--- config.mk ---
export PLATFORM = sky130hd
export DESIGN_NAME = nes_bus_controller_flat
export DESIGN_NICKNAME = d
export VERILOG_FILES = /design/src/rtl/nes_bus_controller_pkg.sv /design/src/rtl/nes_bus_controller_if.sv /design/src/rtl/nes_bus_controller_arbiter.sv /design/src/rtl/nes_bus_controller.sv /design/src/flat_wrapper.sv
export SDC_FILE = /design/constraint.sdc
export NUM_CORES = 1
export LEC_CHECK = 0
export ABC_AREA = 1
export CAP_MARGIN = 15
export CORE_AREA = 10 10 259 261
export CTS_BUF_LIST = sky130_fd_sc_hd__clkbuf_2
export CTS_CLUSTER_DIAMETER = 60
export DETAILED_ROUTE_END_ITERATION = 6
export DIE_AREA = 0 0 269 271
export HOLD_SLACK_MARGIN = 0.1
export SLEW_MARGIN = 40
export SYNTH_ARGS = -nofsm -noshare
export SYNTH_HDL_FRONTEND = slang
export SYNTH_SLANG_ARGS = --single-unit
--- constraint.sdc ---
create_clock -name cpu_clock -period 5.5 [get_ports cpu_clock]
set_input_delay 1.375 -clock cpu_clock [delete_from_list [all_inputs] [get_ports cpu_clock]]
set_output_delay 1.375 -clock cpu_clock [all_outputs]
set_load 0.01 [all_outputs]
--- src/rtl/nes_bus_controller_pkg.sv ---
// Shared types and address map for the NES bus controller.
package nes_bus_pkg;

   typedef enum logic [2:0] {
      S_IDLE,
      S_GRANT,
      S_SRAM,
      S_REG,
      S_DONE
   } bus_state_t;

   typedef enum logic [1:0] {
      REGION_RAM,
      REGION_PPU,
      REGION_IO,
      REGION_CART
   } region_t;

   localparam logic [31:0] PPU_BASE  = 32'h2000;
   localparam logic [31:0] IO_BASE   = 32'h4000;
   localparam logic [31:0] CART_BASE = 32'h4020;

   function automatic region_t decode_region(input logic [31:0] a);
      if (a < PPU_BASE)       return REGION_RAM;
      else if (a < IO_BASE)   return REGION_PPU;
      else if (a < CART_BASE) return REGION_IO;
      else                    return REGION_CART;
   endfunction

endpackage

--- src/rtl/nes_bus_controller_if.sv ---
// Multi-master request/acknowledge bundle.
interface nes_bus_controller_if #(
   parameter int NUM_PORTS  = 2,
   parameter int ADDR_WIDTH = 16
);
   logic [NUM_PORTS-1:0]                 req;
   logic [NUM_PORTS-1:0]                 we;
   logic [NUM_PORTS-1:0][ADDR_WIDTH-1:0] addr;
   logic [NUM_PORTS-1:0][7:0]            wdata;
   logic [NUM_PORTS-1:0]                 ack;
   logic [7:0]                           rdata;

   modport master (
      output req, we, addr, wdata,
      input  ack, rdata
   );

   modport slave (
      input  req, we, addr, wdata,
      output ack, rdata
   );
endinterface

--- src/rtl/nes_bus_controller_arbiter.sv ---
// Fixed or rotating priority arbiter; pointer moves past each grantee.
module nes_bus_arbiter #(
   parameter int NUM_PORTS   = 2,
   parameter bit ROUND_ROBIN = 1'b0,
   localparam int PW = (NUM_PORTS > 1) ? $clog2(NUM_PORTS) : 1
) (
   input  logic                 clk_i,
   input  logic                 rst_i,
   input  logic                 en_i,
   input  logic [NUM_PORTS-1:0] req_i,
   output logic [NUM_PORTS-1:0] gnt_o,
   output logic [PW-1:0]        idx_o
);
   logic [PW-1:0] ptr_q;
   logic [PW-1:0] base;

   assign base = ROUND_ROBIN ? ptr_q : '0;

   always_comb begin
      logic hit;
      int   j;
      hit   = 1'b0;
      j     = 0;
      gnt_o = '0;
      idx_o = '0;
      for (int i = 0; i < NUM_PORTS; i++) begin
         j = (int'(base) + i) % NUM_PORTS;
         if (!hit && req_i[j]) begin
            hit      = 1'b1;
            gnt_o[j] = 1'b1;
            idx_o    = PW'(j);
         end
      end
   end

   always_ff @(posedge clk_i or posedge rst_i) begin
      if (rst_i)
         ptr_q <= '0;
      else if (en_i && |req_i)
         ptr_q <= PW'((int'(idx_o) + 1) % NUM_PORTS);
   end
endmodule

--- src/rtl/nes_bus_controller.sv ---
// Arbitrates masters onto board SRAM, PPU registers and APU/IO registers,
// modelling the open-bus latch for partially driven IO reads.
module nes_bus_controller
   import nes_bus_pkg::*;
#(
   parameter int NUM_PORTS       = 2,
   parameter int ADDR_WIDTH      = 16,
   parameter int SRAM_ADDR_WIDTH = 20,
   parameter int SRAM_WAIT       = 1,
   parameter int ROUND_ROBIN     = 0,
   parameter int RAM_MIRROR_BITS = 11
) (
   input  logic                       cpu_clock,
   input  logic                       reset,
   nes_bus_controller_if.slave        bus,
   input  logic [31:0][7:0]           io_regs,
   input  logic [31:0][7:0]           io_regs_active,
   output logic                       io_write,
   output logic [4:0]                 io_index,
   output logic [7:0]                 io_wdata,
   output logic                       ppu_sel,
   output logic                       ppu_we,
   output logic [2:0]                 ppu_reg,
   output logic [7:0]                 ppu_wdata,
   input  logic [7:0]                 ppu_rdata,
   output logic [ADDR_WIDTH-1:0]      mapper_input_address,
   input  logic [SRAM_ADDR_WIDTH-1:0] mapper_output_address,
   output logic                       sram_oe_n,
   output logic                       sram_we_n,
   output logic [SRAM_ADDR_WIDTH-1:0] sram_addr,
   output logic [7:0]                 sram_wdata,
   output logic                       sram_data_oe,
   input  logic [7:0]                 sram_rdata
);
   localparam int PW = (NUM_PORTS > 1) ? $clog2(NUM_PORTS) : 1;

   bus_state_t                 state_q;
   region_t                    region_q, region_d;
   logic [NUM_PORTS-1:0]       gsel_q, gnt, ack_q;
   logic [PW-1:0]              gidx;
   logic [ADDR_WIDTH-1:0]      gaddr_q;
   logic                       gwe_q;
   logic [7:0]                 gwdata_q, rdata_q, open_q;
   logic [7:0]                 io_rd_d, rd_d, act;
   logic [2:0]                 cnt_q;
   logic                       io_write_q, ppu_sel_q, ppu_we_q;
   logic [4:0]                 io_index_q;
   logic [7:0]                 io_wdata_q, ppu_wdata_q, sram_wdata_q;
   logic [2:0]                 ppu_reg_q;
   logic                       sram_oe_n_q, sram_we_n_q, sram_data_oe_q;
   logic [SRAM_ADDR_WIDTH-1:0] sram_addr_q, ram_addr;

   nes_bus_arbiter #(
      .NUM_PORTS   (NUM_PORTS),
      .ROUND_ROBIN (ROUND_ROBIN != 0)
   ) u_arb (
      .clk_i (cpu_clock),
      .rst_i (reset),
      .en_i  (state_q == S_IDLE),
      .req_i (bus.req),
      .gnt_o (gnt),
      .idx_o (gidx)
   );

   assign region_d = decode_region(32'(gaddr_q));
   assign ram_addr = SRAM_ADDR_WIDTH'(gaddr_q[RAM_MIRROR_BITS-1:0]);
   assign act      = io_regs_active[gaddr_q[4:0]];
   // Undriven IO bits float to whatever the bus last carried
   assign io_rd_d  = (act & io_regs[gaddr_q[4:0]]) | (~act & open_q);
   assign rd_d     = (region_q == REGION_PPU && !gwe_q) ? ppu_rdata : rdata_q;

   always_ff @(posedge cpu_clock or posedge reset) begin
      if (reset) begin
         state_q        <= S_IDLE;
         region_q       <= REGION_RAM;
         gsel_q         <= '0;
         gaddr_q        <= '0;
         gwe_q          <= 1'b0;
         gwdata_q       <= '0;
         cnt_q          <= '0;
         ack_q          <= '0;
         rdata_q        <= '0;
         open_q         <= '0;
         io_write_q     <= 1'b0;
         io_index_q     <= '0;
         io_wdata_q     <= '0;
         ppu_sel_q      <= 1'b0;
         ppu_we_q       <= 1'b0;
         ppu_reg_q      <= '0;
         ppu_wdata_q    <= '0;
         sram_oe_n_q    <= 1'b1;
         sram_we_n_q    <= 1'b1;
         sram_addr_q    <= '0;
         sram_wdata_q   <= '0;
         sram_data_oe_q <= 1'b0;
      end else begin
         ack_q      <= '0;
         io_write_q <= 1'b0;
         ppu_sel_q  <= 1'b0;
         unique case (state_q)
            S_IDLE: if (|bus.req) begin
               gsel_q   <= gnt;
               gaddr_q  <= bus.addr[gidx];
               gwe_q    <= bus.we[gidx];
               gwdata_q <= bus.wdata[gidx];
               state_q  <= S_GRANT;
            end
            S_GRANT: begin
               region_q <= region_d;
               unique case (region_d)
                  REGION_PPU: begin
                     ppu_sel_q   <= 1'b1;
                     ppu_we_q    <= gwe_q;
                     ppu_reg_q   <= gaddr_q[2:0];
                     ppu_wdata_q <= gwdata_q;
                     state_q     <= S_REG;
                  end
                  REGION_IO: begin
                     io_write_q <= gwe_q;
                     io_index_q <= gaddr_q[4:0];
                     io_wdata_q <= gwdata_q;
                     state_q    <= S_REG;
                  end
                  default: begin
                     sram_addr_q    <= (region_d == REGION_RAM) ?
                                       ram_addr : mapper_output_address;
                     sram_we_n_q    <= ~gwe_q;
                     sram_oe_n_q    <= gwe_q;
                     sram_data_oe_q <= gwe_q;
                     sram_wdata_q   <= gwdata_q;
                     cnt_q          <= 3'(SRAM_WAIT);
                     state_q        <= S_SRAM;
                  end
               endcase
            end
            S_SRAM: begin
               if (cnt_q == 3'd0) begin
                  sram_oe_n_q    <= 1'b1;
                  sram_we_n_q    <= 1'b1;
                  sram_data_oe_q <= 1'b0;
                  if (!gwe_q) rdata_q <= sram_rdata;
                  ack_q   <= gsel_q;
                  state_q <= S_DONE;
               end else begin
                  cnt_q <= cnt_q - 3'd1;
               end
            end
            S_REG: begin
               if (region_q == REGION_IO && !gwe_q) rdata_q <= io_rd_d;
               ack_q   <= gsel_q;
               state_q <= S_DONE;
            end
            S_DONE: begin
               rdata_q <= rd_d;
               open_q  <= gwe_q ? gwdata_q : rd_d;
               state_q <= S_IDLE;
            end
            default: state_q <= S_IDLE;
         endcase
      end
   end

   assign bus.ack              = ack_q;
   assign bus.rdata            = (state_q == S_DONE) ? rd_d : rdata_q;
   assign io_write             = io_write_q;
   assign io_index             = io_index_q;
   assign io_wdata             = io_wdata_q;
   assign ppu_sel              = ppu_sel_q;
   assign ppu_we               = ppu_we_q;
   assign ppu_reg              = ppu_reg_q;
   assign ppu_wdata            = ppu_wdata_q;
   assign mapper_input_address = gaddr_q;
   assign sram_oe_n            = sram_oe_n_q;
   assign sram_we_n            = sram_we_n_q;
   assign sram_addr            = sram_addr_q;
   assign sram_wdata           = sram_wdata_q;
   assign sram_data_oe         = sram_data_oe_q;
endmodule

--- src/flat_wrapper.sv ---
// flat-port wrapper written by rule: the top's interface ports become plain ports
module nes_bus_controller_flat import nes_bus_pkg::*;
#(
   parameter int NUM_PORTS       = 2,
   parameter int ADDR_WIDTH      = 16,
   parameter int SRAM_ADDR_WIDTH = 20,
   parameter int SRAM_WAIT       = 1,
   parameter int ROUND_ROBIN     = 0,
   parameter int RAM_MIRROR_BITS = 11
)
  (cpu_clock, reset, io_regs, io_regs_active, io_write, io_index, io_wdata, ppu_sel, ppu_we, ppu_reg, ppu_wdata, ppu_rdata, mapper_input_address, mapper_output_address, sram_oe_n, sram_we_n, sram_addr, sram_wdata, sram_data_oe, sram_rdata, bus_req, bus_we, bus_addr, bus_wdata, bus_ack, bus_rdata);
  nes_bus_controller_if #(.NUM_PORTS(NUM_PORTS), .ADDR_WIDTH(ADDR_WIDTH)) bus_i ();
  input  logic cpu_clock;
  input  logic reset;
  input  logic [31:0][7:0] io_regs;
  input  logic [31:0][7:0] io_regs_active;
  output logic io_write;
  output logic [4:0] io_index;
  output logic [7:0] io_wdata;
  output logic ppu_sel;
  output logic ppu_we;
  output logic [2:0] ppu_reg;
  output logic [7:0] ppu_wdata;
  input  logic [7:0] ppu_rdata;
  output logic [ADDR_WIDTH-1:0] mapper_input_address;
  input  logic [SRAM_ADDR_WIDTH-1:0] mapper_output_address;
  output logic sram_oe_n;
  output logic sram_we_n;
  output logic [SRAM_ADDR_WIDTH-1:0] sram_addr;
  output logic [7:0] sram_wdata;
  output logic sram_data_oe;
  input  logic [7:0] sram_rdata;
  input wire logic [$bits(bus_i.req)-1:0] bus_req;
  input wire logic [$bits(bus_i.we)-1:0] bus_we;
  input wire logic [$bits(bus_i.addr)-1:0] bus_addr;
  input wire logic [$bits(bus_i.wdata)-1:0] bus_wdata;
  output wire logic [$bits(bus_i.ack)-1:0] bus_ack;
  output wire logic [$bits(bus_i.rdata)-1:0] bus_rdata;
  assign bus_i.req = bus_req;
  assign bus_i.we = bus_we;
  assign bus_i.addr = bus_addr;
  assign bus_i.wdata = bus_wdata;
  assign bus_ack = bus_i.ack;
  assign bus_rdata = bus_i.rdata;
  nes_bus_controller #(.NUM_PORTS(NUM_PORTS), .ADDR_WIDTH(ADDR_WIDTH), .SRAM_ADDR_WIDTH(SRAM_ADDR_WIDTH), .SRAM_WAIT(SRAM_WAIT), .ROUND_ROBIN(ROUND_ROBIN), .RAM_MIRROR_BITS(RAM_MIRROR_BITS)) u_core (.cpu_clock(cpu_clock), .reset(reset), .bus(bus_i), .io_regs(io_regs), .io_regs_active(io_regs_active), .io_write(io_write), .io_index(io_index), .io_wdata(io_wdata), .ppu_sel(ppu_sel), .ppu_we(ppu_we), .ppu_reg(ppu_reg), .ppu_wdata(ppu_wdata), .ppu_rdata(ppu_rdata), .mapper_input_address(mapper_input_address), .mapper_output_address(mapper_output_address), .sram_oe_n(sram_oe_n), .sram_we_n(sram_we_n), .sram_addr(sram_addr), .sram_wdata(sram_wdata), .sram_data_oe(sram_data_oe), .sram_rdata(sram_rdata));
endmodule
# After elaboration in Yosys (flattened, before gate mapping)
# Cells that the tools add are included.
classes:
  bitwise_logic: 6
  n_eq_ne: 14
  add_sub_neg: 1
  reduce_logical: 20
  mux: 45
  order_cmp: 5
op_table:
  columns: ["cell", "n"]
  rows:
  - ["binary-select mux 8 bit (select 5 bit)", 2]
  - ["2-to-1 mux 8 bit", 10]
  - ["less-than comparator 16 x 15 -> 1 bit, second input constant", 2]
  - ["2-to-1 mux 16 bit", 2]
  - ["one-hot mux 8 bit (3 select lines)", 1]
  - ["2-to-1 mux 20 bit", 1]
  - ["AND 8 bit", 2]
  - ["less-than comparator 16 x 14 -> 1 bit, second input constant", 1]
  - ["2-to-1 mux 1 bit", 15]
  - ["2-to-1 mux 3 bit", 4]
  - ["one-hot mux 3 bit (4 select lines)", 1]
  - ["AND reduction 2 bit", 5]
  - ["2-to-1 mux 2 bit", 4]
  - ["inverter 8 bit", 1]
  - ["OR 8 bit", 1]
  - ["equality test 3 x 2 -> 1 bit, second input constant", 2]
  - ["logical NOT 3 bit", 2]
  - ["less-than comparator 5 x 6 -> 1 bit, second input constant", 1]
  - ["inequality test 2 x 1 -> 1 bit, second input constant", 3]
  - ["inequality test 2 bit, second input constant", 3]
  - ["one-hot mux 1 bit (2 select lines)", 3]
  - ["one-hot mux 3 bit (2 select lines)", 1]
  - ["AND reduction 3 bit", 2]
  - ["equality test 2 x 1 -> 1 bit, second input constant", 2]
  - ["14 further kinds", 20]
word_totals:
  word_cells: 113
  reg_bits: 111
  output_inout_bits: 84
  input_bits: 602

# Depth between registers and ports, before layout
logic_depth:
  ltp_word: 8
  depth_mapped: 15
  depth_no_buf: 12

# Hierarchy
# A second synthesis with hierarchy kept.
unflattened:
  cells_unflattened: 1968
  hier_area_um2: 10916.7
by_module_without_submodules:
  columns: ["mod", "instances", "seq_area_each_um2", "cells_per_inst", "area_per_inst_um2"]
  rows:
  - ["nes_bus_controller", 1, 2780.2, 1964, 10891.7]
  - ["nes_bus_arbiter", 1, 0.0, 4, 25.0]

# Least setup slack after synthesis
# No wires, ideal clock.
synth_timing:
  path_type: "input to output"
  startpoint: "in ppu_rdata[0]"
  endpoint: "out bus_rdata[0]"
  path_buffers: 0
  setup_slack_ns: 2.386
  path_stages: 4
  t_arrival_ns: 1.739
  t_required_ns: 4.125
  path_cell_list: "nor2_1 -> a21oi_1 -> nand2_1 -> o21ai_0"
synth_between:
  elab_chain_cells: 2
synth_lines:
  columns: ["item", "line_no", "rtl"]
  rows:
  - ["start: declaration", "flat_wrapper.sv:24", "input logic [7:0] ppu_rdata;"]
  - ["2-to-1 mux 8 bit", "nes_bus_controller.sv:70", "assign rd_d = (region_q == REGION_PPU && !gwe_q) ? ppu_rdata : rdata_q;"]
  - ["2-to-1 mux 8 bit", "nes_bus_controller.sv:164", "assign bus.rdata = (state_q == S_DONE) ? rd_d : rdata_q;"]
  - ["end: declaration", "flat_wrapper.sv:38", "output wire logic [$bits(bus_i.rdata)-1:0] bus_rdata;"]
# No other way between the ends.

# Final worst setup path
layout_timing:
  startpoint: "reg u_core.gwe_q"
  endpoint: "out bus_rdata[2]"
layout_between:
  elab_chain_cells: 4
layout_lines:
  columns: ["item", "line_no", "rtl"]
  rows:
  - ["start: declaration", "nes_bus_controller.sv:42", "logic gwe_q;"]
  - ["start signal: assignment", "nes_bus_controller.sv:104", "gwe_q <= bus.we[gidx];"]
  - ["logical NOT 1 bit", "nes_bus_controller.sv:70", null]
  - ["logical AND 1 bit", "nes_bus_controller.sv:70", null]
  - ["2-to-1 mux 8 bit", "nes_bus_controller.sv:70", null]
  - ["2-to-1 mux 8 bit", "nes_bus_controller.sv:164", null]
# No other way between the ends.

==> results.json <==
{
  "outcome": "finished clean",
  "ys_ff_latch": 111,
  "die_width_um": 269,
  "initial_utilization_pct": 17.57,
  "clock_tree.buffer_depth": 2,
  "timing.slew.headroom_pct": 46.17,
  "tightestPinTransition_ns": 0.8075,
  "num_ports": 686,
  "sequential_cell_area_sq_mm": 0.002793,
  "dr_wl_met2_um": 34190,
  "cp_max_fo": 16,
  "clock_sink_count": 111,
  "synth_edf_count": 0,
  "detailroute.wirelength.met3_um": 5906,
  "synth.top_cells.by_count": "793 x sky130_fd_sc_hd__nand2_1, 400 x sky130_fd_sc_hd__nand3_1, 193 x sky130_fd_sc_hd__inv_1",
  "synth.net_count": 2550,
  "number_of_global_route_vias_before_repair": 14662,
  "achievable_clock_frequency_mhz": 229.9,
  "min-delay-path-class": "reg -> reg",
  "holdBufCountCts": 0,
  "final_max_tran_viols": 0,
  "grt_max_degree": 152,
  "main_area_contributors_after_synthesis": "sky130_fd_sc_hd__nand2_1 27%, sky130_fd_sc_hd__dfrtp_1 25%, sky130_fd_sc_hd__nand3_1 18%",
  "synth_to_final_area_change_pct": 69.80,
  "critPathRequiredTime_ns": 4.12,
  "port_buffers": 685,
  "synth-warning-count": 0,
  "overflow": 0,
  "largest_register_ff_count": 20,
  "worst_skew_pair.late_latency_ns": 0.66,
  "core_region_area_sq_mm": 0.06160,
  "mappedNetlistArea_sq_mm": 0.01083,
  "portion_of_the_post_synthesis_area_used_by_sequential_elements_pct": 25.68,
  "cts.root.buffer_cell": "sky130_fd_sc_hd__clkbuf_2",
  "finish.net_count": 3134,
  "route.detailed.vias_per_inst": 4.336,
  "area_used_by_multi_input_combinational_logic_sq_mm": 0.006576,
  "n_fill_cell": 6865,
  "cts.repair.resized": 0,
  "grt_util_all_layers_pct": 17.89,
  "worstSetupStartpointType": "flop",
  "std_cell_rows": 91,
  "first_pass_iters": 5,
  "remaining_drcs": 0,
  "tritoncts.num_buffers": 9,
  "postSynthCellCount": 1946,
  "final_layout_size_suffix_gt1_share_pct": 3.393,
  "dieArea_sq_mm": 0.07290,
  "synth_flop_cell": "sky130_fd_sc_hd__dfrtp_1",
  "tns_ns": 0,
  "netlist-cell-type-count": 35,
  "gp_congestion": 0.9680,
  "synth.most_common_cell": "sky130_fd_sc_hd__nand2_1",
  "post_cts_clock_slew_at_the_launch_and_capture_registers_of_the_worst_setup_and_hold_paths_ns": 0.30,
  "fin_crit_period_ns": 4.350,
  "wl_met1_um": 27600,
  "detail_route.iter0.violations": 1161,
  "dr_total_vias": 14637,
  "routed.top_layer": "met5",
  "synth_area_per_cell_sq_um": 5.563,
  "post-place-ws_ns": 1.328,
  "rsz0062_at_grt": "false",
  "skew_ns": 0.05172,
  "synth_largest_type_area_fraction_pct": 27.50,
  "critPathArrivalTime_ns": 2.98,
  "report.final.setup_viol": 0,
  "p_leak_nw": 8.513,
  "global_route_wire_length_before_repair_um": 98210,
  "postCtsSetupBuffers": 0,
  "post_drt_wl_per_cell_um": 20.44,
  "asyncSetResetFlopFracSynth_pct": 100.0,
  "criticalPathCategory": "reg -> out",
  "drv.max_cap_violation_count": 0,
  "antenna_violations_before_repair": 8,
  "total_half_perimeter_wirelength_after_legalization_and_detailed_placement_um": 55640,
  "hold_violations": 0,
  "h-tree-depth": 3,
  "power-per-cell-area_mw_per_mm2": 440.2,
  "drtAntennaViolNets": 0,
  "synth.largest_area_cell": "sky130_fd_sc_hd__nand2_1",
  "post-route-worst-setup-slack_ns": 1.150,
  "final.period_utilization_pct": 79.10,
  "chipHeight_um": 271,
  "tritoncts_clock_tree": "done",
  "vdd_ir_drop_max_mv": 0.2523,
  "detail_route.wirelength_um": 68990,
  "worstSetupEndpointType": "output port"
}
## placed cells by master, fill, tap and decap left out, drive strengths merged
| cell | Yosys | layout |
|---|---|---|
| nand2 | 793 | 793 |
| clkdlybuf4s50 | 0 | 685 |
| nand3 | 401 | 401 |
| inv | 198 | 200 |
| o21ai | 116 | 116 |
| dfrtp | 109 | 109 |
| nor2 | 93 | 93 |
| buf | 103 | 25 |
| o211ai | 24 | 24 |
| or2 | 23 | 23 |
| a21oi | 17 | 17 |
| a31oi | 11 | 11 |
| clkbuf | 34 | 11 |
| o22ai | 8 | 8 |
| clkinv | 3 | 6 |
| diode | 0 | 4 |
| nor3 | 2 | 2 |
| o21a | 2 | 2 |
| ha | 2 | 2 |
| dfstp | 2 | 2 |
| nand4 | 1 | 1 |
| nor4 | 1 | 1 |
| o31ai | 1 | 1 |
| o21bai | 1 | 1 |
| o2111ai | 1 | 1 |
## metal layers
metal,GRT usage (%),vias to the layer above
met2,32.18,590
met1,20.96,6655
met3,4.427,59
met4,3.666,4
met5,0,-
li1,-,7329
## power by group
group | internal (mW) | switching, mW
sequential | 1.19 | 0.437
combinational | 2.22 | 3.89
clock | 0.0654 | 0.294
total | 3.47 | 4.62
## critical path: stages, from the launching register on
cell and delay [ns]:
sky130_fd_sc_hd__dfrtp_1 0.57, sky130_fd_sc_hd__inv_1 0.36, sky130_fd_sc_hd__nand3_2 0.37, sky130_fd_sc_hd__a21oi_1 0.28, sky130_fd_sc_hd__nand2_1 0.08, sky130_fd_sc_hd__o21ai_0 0.10, sky130_fd_sc_hd__clkdlybuf4s50_1 0.58
## per-stage QoR
step / hold slack [ns] / total power [mW] / instance area [sq um] / instances / utilization [%]
after floorplan: 0.4572 / 5.133 / 10830 / 1946 / -
after global placement: 0.4662 / 7.879 / 18270 / 3356 / 29.65
after detailed placement: 0.4728 / 7.903 / 18280 / 3356 / 29.67
after CTS: 0.5093 / 8.276 / 18370 / 3372 / 29.82
after global routing: 0.5282 / 8.928 / 18380 / 3376 / 29.84
final: 0.4871 / 8.092 / 18380 / 3376 / 29.84
## area by class of cell
type | count | area share (%)
clock buffers | 11 | 0.2995
flip-flops and latches | 111 | 15.19
multi-input cells | 1497 | 35.78
clock inverters | 5 | 0.1906
repair buffers | 710 | 38.59
well taps | 837 | 5.697
diodes | 4 | 0.05446
inverters | 201 | 4.193
## logic make-up after synthesis
logic type	Yosys count	synth area share [%]
DFF	111	25.68
and+or+nand+nor	1314	51.02
adders and majority gates	2	0.2311
buffers and inverters	338	13.74
AOI/OAI and AO/OA	181	9.327
## final timing paths
kind,start,end,slack [ns],cells past startpoint
min in group asynchronous,reset,u_core.sram_addr[15],1.15,3
max in group asynchronous,reset,u_core.io_write,3.83,3
worst min register to register,u_core.gsel_q[0],u_core.bus.ack[0],0.49,2
worst min-delay path,u_core.gsel_q[0],u_core.bus.ack[0],0.49,2
worst max-delay path,u_core.gwe_q,bus_rdata[2],1.15,6
worst max register to register,u_core.mapper_input_address[0],u_core.rdata_q[5],2.28,12
Power figures use the tool's default switching activity.
